[config.mk]
export PLATFORM = sky130hd
export DESIGN_NAME = imm_gen_pipe
export DESIGN_NICKNAME = d
export VERILOG_FILES = /design/src/rtl/imm_gen_pipe.sv
export SDC_FILE = /design/constraint.sdc
export NUM_CORES = 1
export LEC_CHECK = 0
export ABC_AREA = 1
export BUFFER_PORTS_ARGS = -buffer_cell sky130_fd_sc_hd__clkbuf_2
export CAP_MARGIN = 5
export CORE_ASPECT_RATIO = 0.5
export CORE_MARGIN = 5
export CORE_UTILIZATION = 55
export DETAILED_ROUTE_END_ITERATION = 6
export GPL_TIMING_DRIVEN = 0
export HOLD_SLACK_MARGIN = 0.02
export PLACE_DENSITY = 0.8
export SYNTH_ARGS = -nofsm -noshare
export SYNTH_HDL_FRONTEND = slang
export SYNTH_SLANG_ARGS = --single-unit
[constraint.sdc]
create_clock -name clk -period 5.15 [get_ports clk]
set_input_delay 0.515 -clock clk [delete_from_list [all_inputs] [get_ports clk]]
set_output_delay 0.515 -clock clk [all_outputs]
set_load 0.005 [all_outputs]
[src/rtl/imm_gen_pipe.sv]
// Registered immediate generator: decodes the immediate for {instruction, imm_op}
// and hands it downstream through a 2-entry skid buffer with valid/ready on both sides.
module imm_gen_pipe #(
    parameter int XLEN = 32
) (
    input  logic            clk,
    input  logic            rst,
    input  logic            flush,
    input  logic            in_valid,
    output logic            in_ready,
    input  logic [31:0]     instruction,
    input  logic [2:0]      imm_op,
    output logic            out_valid,
    input  logic            out_ready,
    output logic [XLEN-1:0] immediate,
    output logic            imm_illegal,
    output logic [1:0]      o_dbg_state
);

    // Handshake: an entry moves on a side only in a cycle where that side's valid
    // and ready are both high; while out_valid & !out_ready the outputs hold still.
    localparam logic [1:0] ST_EMPTY = 2'd0;
    localparam logic [1:0] ST_ONE   = 2'd1;
    localparam logic [1:0] ST_FULL  = 2'd2;

    logic [1:0]      r_state;
    logic            r_in_ready;
    logic [XLEN-1:0] r_main_imm;
    logic            r_main_ill;
    logic [XLEN-1:0] r_skid_imm;
    logic            r_skid_ill;

    logic [1:0]      w_state_nxt;
    logic            w_in_fire;
    logic            w_load_main;
    logic            w_load_skid;
    logic            w_skid_to_main;

    logic [31:0]     w_sext32;
    logic [5:0]      w_zext;
    logic            w_sel_sext;
    logic [XLEN-1:0] w_imm_new;
    logic            w_ill_new;
    logic            w_unused;

    // Opcode bits never contribute to any immediate format.
    assign w_unused = ^instruction[6:0];

    always_comb begin
        w_sext32   = '0;
        w_zext     = '0;
        w_sel_sext = 1'b0;
        w_ill_new  = 1'b0;
        case (imm_op)
            3'b001: begin
                w_sext32   = {{20{instruction[31]}}, instruction[31:20]};
                w_sel_sext = 1'b1;
            end
            3'b010: begin
                w_sext32   = {{20{instruction[31]}}, instruction[31:25], instruction[11:7]};
                w_sel_sext = 1'b1;
            end
            3'b011: begin
                w_sext32   = {{19{instruction[31]}}, instruction[31], instruction[7],
                              instruction[30:25], instruction[11:8], 1'b0};
                w_sel_sext = 1'b1;
            end
            3'b100: begin
                w_sext32   = {instruction[31:12], 12'b0};
                w_sel_sext = 1'b1;
            end
            3'b101: begin
                w_sext32   = {{11{instruction[31]}}, instruction[31], instruction[19:12],
                              instruction[20], instruction[30:21], 1'b0};
                w_sel_sext = 1'b1;
            end
            3'b110: begin
                w_zext = {1'b0, instruction[19:15]};
            end
            3'b111: begin
                // RV32 has only 5-bit shift amounts; a set bit 25 is flagged, not used.
                if (XLEN == 64) begin
                    w_zext = instruction[25:20];
                end else begin
                    w_zext    = {1'b0, instruction[24:20]};
                    w_ill_new = instruction[25];
                end
            end
            default: begin
                w_zext = '0;
            end
        endcase
        if (w_sel_sext) begin
            w_imm_new = XLEN'($signed(w_sext32));
        end else begin
            w_imm_new = XLEN'(w_zext);
        end
    end

    assign w_in_fire = in_valid & r_in_ready;

    always_comb begin
        w_state_nxt    = r_state;
        w_load_main    = 1'b0;
        w_load_skid    = 1'b0;
        w_skid_to_main = 1'b0;
        case (r_state)
            ST_EMPTY: begin
                if (w_in_fire) begin
                    w_load_main = 1'b1;
                    w_state_nxt = ST_ONE;
                end
            end
            ST_ONE: begin
                if (out_ready && w_in_fire) begin
                    w_load_main = 1'b1;
                end else if (out_ready) begin
                    w_state_nxt = ST_EMPTY;
                end else if (w_in_fire) begin
                    w_load_skid = 1'b1;
                    w_state_nxt = ST_FULL;
                end
            end
            ST_FULL: begin
                if (out_ready) begin
                    w_skid_to_main = 1'b1;
                    w_state_nxt    = ST_ONE;
                end
            end
            default: begin
                w_state_nxt = ST_EMPTY;
            end
        endcase
        // Flush outranks everything, including an input accepted this same cycle.
        if (flush) begin
            w_state_nxt    = ST_EMPTY;
            w_load_main    = 1'b0;
            w_load_skid    = 1'b0;
            w_skid_to_main = 1'b0;
        end
    end

    always_ff @(posedge clk or posedge rst) begin
        if (rst) begin
            r_state    <= ST_EMPTY;
            r_in_ready <= 1'b0;
            r_main_imm <= '0;
            r_main_ill <= 1'b0;
            r_skid_imm <= '0;
            r_skid_ill <= 1'b0;
        end else begin
            r_state    <= w_state_nxt;
            r_in_ready <= (w_state_nxt != ST_FULL);
            if (w_load_main) begin
                r_main_imm <= w_imm_new;
                r_main_ill <= w_ill_new;
            end else if (w_skid_to_main) begin
                r_main_imm <= r_skid_imm;
                r_main_ill <= r_skid_ill;
            end
            if (w_load_skid) begin
                r_skid_imm <= w_imm_new;
                r_skid_ill <= w_ill_new;
            end
        end
    end

    assign in_ready    = r_in_ready;
    assign out_valid   = (r_state != ST_EMPTY);
    assign immediate   = r_main_imm;
    assign imm_illegal = r_main_ill;
    assign o_dbg_state = r_state;

endmodule

==> impl_results.md <==
- Net Sw Power: 455 uW
- Total CTS buffers: 9
- Count of flip-flops with a built-in enable after synthesis: 0
- Area share of the largest cell type after synthesis: 47.7%
- Worst path required time: 5.43 ns
- Setup Buffers After CTS: 0
- Dominant cell type by area after synthesis: dfrtp_1
- Seq pwr share: 43.8%
- H-tree levels: 3
- Initial Utilization: 58.1%
- Lkg Pwr: 0.00231 uW
- Async set or reset register ratio after synthesis: 100%
- Setup_tns: 0 ns
- DR vias: 3,489
- Avg Inst Size Synth: 7.78 um^2
- WL per Instance: 15.1 um
- Post-Synth XOR/XNOR Area: 0%
- Worst VDD drop: 0.258 mV
- CP Capture Type: flip-flop
- Arrival time at the worst endpoint: 1.95 ns
- Internal power consumption: 1150 uW
- Clk pin slew, worst setup/hold paths: 0.05 ns
- Fill cell count: 517
- Drt initial violations: 377
- Simple-gate share of the synthesized area: 31.7%
- Final period utilization: 32.5%
- Final setup vio count: 0
- CTS tree: done
- Clk Latency, worst-skew pair: 0.33 ns
- Global-route wire length before repair: 15.8 mm
- Finished Layout Cells: 637
- CTS root buf: clkbuf_16
- Peak Freq: 598 MHz
- #FFs+latches synth: 69
- Initial antenna violation count: 0
- Slew Limit Fails: 0
- Reg-to-reg setup timing slack: 3.48 ns
- Fraction of layout instances using a drive strength above 1: 22.8%
- PwrDens: 370 nW/um^2
- Vert. Die Dim: 67.3 um
- Mapped Cells: 465
- Max cap viols: 0
- Post-cts gate resize count: 0
- Largest net degree at the start of global routing: 70
- Number of global-route vias before repair: 3,288
- Post-Route WL: 9.59 mm
- Post-synthesis cell area: 3620 um^2
- Site row count: 20
- Hold_buf cts: 0
- Outcome: finished clean
- Startpoint Class: flip-flop
- Mux share of post-synthesis cell area: 0%
- Pre-CTS setup slack: 3.33 ns
- Clk_skew: 0.00272 ns
- Top_reg_cell synth: dfrtp_1
- Final WS setup: 3.48 ns
- CP max FO: 10
- Largest family of logic cells by synthesized area: simple AND/OR/NAND/NOR gates
- Synth Area in Adders: 0.346%
- Least-Margin Pin Slew: 0.833 ns
- Syn Nets: 506
- Die footprint: 8400 um^2
- Worst hold path type: in2async
- # port buffers: 69
- Ys Warns: 0
- Post-DP HPWL: 7.07 mm
- Seq/Total Area, Yosys: 47.7%
- Antenna fix cells: 0
- Clk pwr share: 36.2%
- Number of library cell types mapped by synthesis: 27
- Complex-gate fraction of the synthesized area: 10.5%
- Critical path class: reg2reg
- First-pass DRT Iterations: 5
- Clock sinks: 69
- Area growth from synthesis to layout: 20.3%
- # DRC: 0
- GRT Util Overall: 24.1%
- RSZ-0062 raised after global routing: no
- Core area: 6230 um^2
- Final Hold Viols: 0
- Final critical delay including setup and external delays: 1.67 ns
- Comb power frac: 20.0%
- IO Pins: 77
- Top area cells in the synthesized netlist: dfrtp_1, nand3_1, nand2_1
- Dpl cells: 622
- # nets final: 586
- Die Span X: 125 um
- Drt via density: 5.48
- Remaining antenna violation count: 0
- Clock buffer depth: 2
- Overflow after GRT: 0
- RD Place Congestion: 0.951
- Slew headroom: 44.5%
- Final Util: 69.8%
- Sw frac: 28.3%
- Worst hold margin: 0.339 ns
[state kept, by name, summed over array words and instances, names as in the netlist]
register	count
imm_illegal	1
immediate	32
o_dbg_state	2
r_skid_ill	1
r_skid_imm	32
in_ready	1
[cells by family after synthesis]
| group | Yosys count |
|---|---|
| compound gates | 62 |
| simple gates | 252 |
| fa+ha+maj | 1 |
| buf+inv | 81 |
| flops | 69 |
[stage by stage]
step                instance area, um^2  total power (uW)
floorplan                          3620               904
global placement                   4070              1020
detailed placement                 4080              1030
CTS                                4350              1610
global route                       4350              1690
finish                             4350              1610
[path summary, 6_finish.rpt]
check                           depth (start not counted)                     start                   endpoint
max in group asynchronous                               2                       rst  immediate[17]$_DFFE_PP0P_
worst min register to register                          2    r_skid_ill$_DFFE_PP0P_     r_skid_ill$_DFFE_PP0P_
min in group clk                                        2    r_skid_ill$_DFFE_PP0P_     r_skid_ill$_DFFE_PP0P_
worst max-delay path                                    8  o_dbg_state[0]$_DFF_PP0_   immediate[5]$_DFFE_PP0P_
worst min-delay path                                    2                       rst   immediate[8]$_DFFE_PP0P_
worst max register to register                          8  o_dbg_state[0]$_DFF_PP0_   immediate[5]$_DFFE_PP0P_
[final cells by class]
class                   instances  area (um^2)  area share, %
plain buffers                  28          149           3.42
multi-input cells             315         1540           35.3
clock inverters                 2         35.0          0.805
flip-flops and latches         69         1730           39.7
clock buffers                  13          240           5.52
well taps                      88          110           2.53
inverters                      53          206           4.75
repair buffers                 69          345           7.94
[cells in the mapped netlist, types with 4 or more instances]
cell      number
inv_2          5
nand4_1        4
o211ai_1      17
clkbuf_1       7
o21ai_1        8
nand3_1      104
inv_1         46
o21ai_0       28
nor2_1         6
dfrtp_1       69
nand2_1      126
buf_2         17
[power groups by stage]
stage / Sequential [uW] / Clock, uW / Combinational, uW
after floorplan: 707 / 0 / 197
after global placement: 706 / 0 / 313
after detailed placement: 711 / 0 / 320
after CTS: 704 / 586 / 323
after global routing: 715 / 607 / 367
final: 705 / 582 / 322
[metal layers]
layer	global-route usage [%]	vias up	routed length, um
met2	39.0	146	4320
met1	30.8	1638	4180
li1	-	1694	-
met3	10.2	11	982
met4	5.46	0	114
met5	0	-	0
[worst max-delay path, cell delays in order (launching register included)]
cell and delay [ns]:
dfrtp_1 0.39, inv_2 0.09, nand4_1 0.35, inv_1 0.26, buf_2 0.26, nand2_1 0.08, nand3_1 0.08, nand2_1 0.05
inv_1 0.04
[cells in the final DEF (no fill, tap or decap), types with 3 or more instances in the layout]
master	n
o21ai_0	28
nand3_1	104
clkbuf_2	69
dfrtp_1	69
inv_1	45
o21ai_1	8
nor2_1	6
inv_4	3
clkbuf_16	9
o21ai_2	3
nand4_1	4
nand2_1	126
o22ai_1	3
nor2_4	3
inv_2	5
o211ai_1	17
buf_2	17
clkbuf_1	11
nand2_2	3
(Power assumes the default switching activity.)
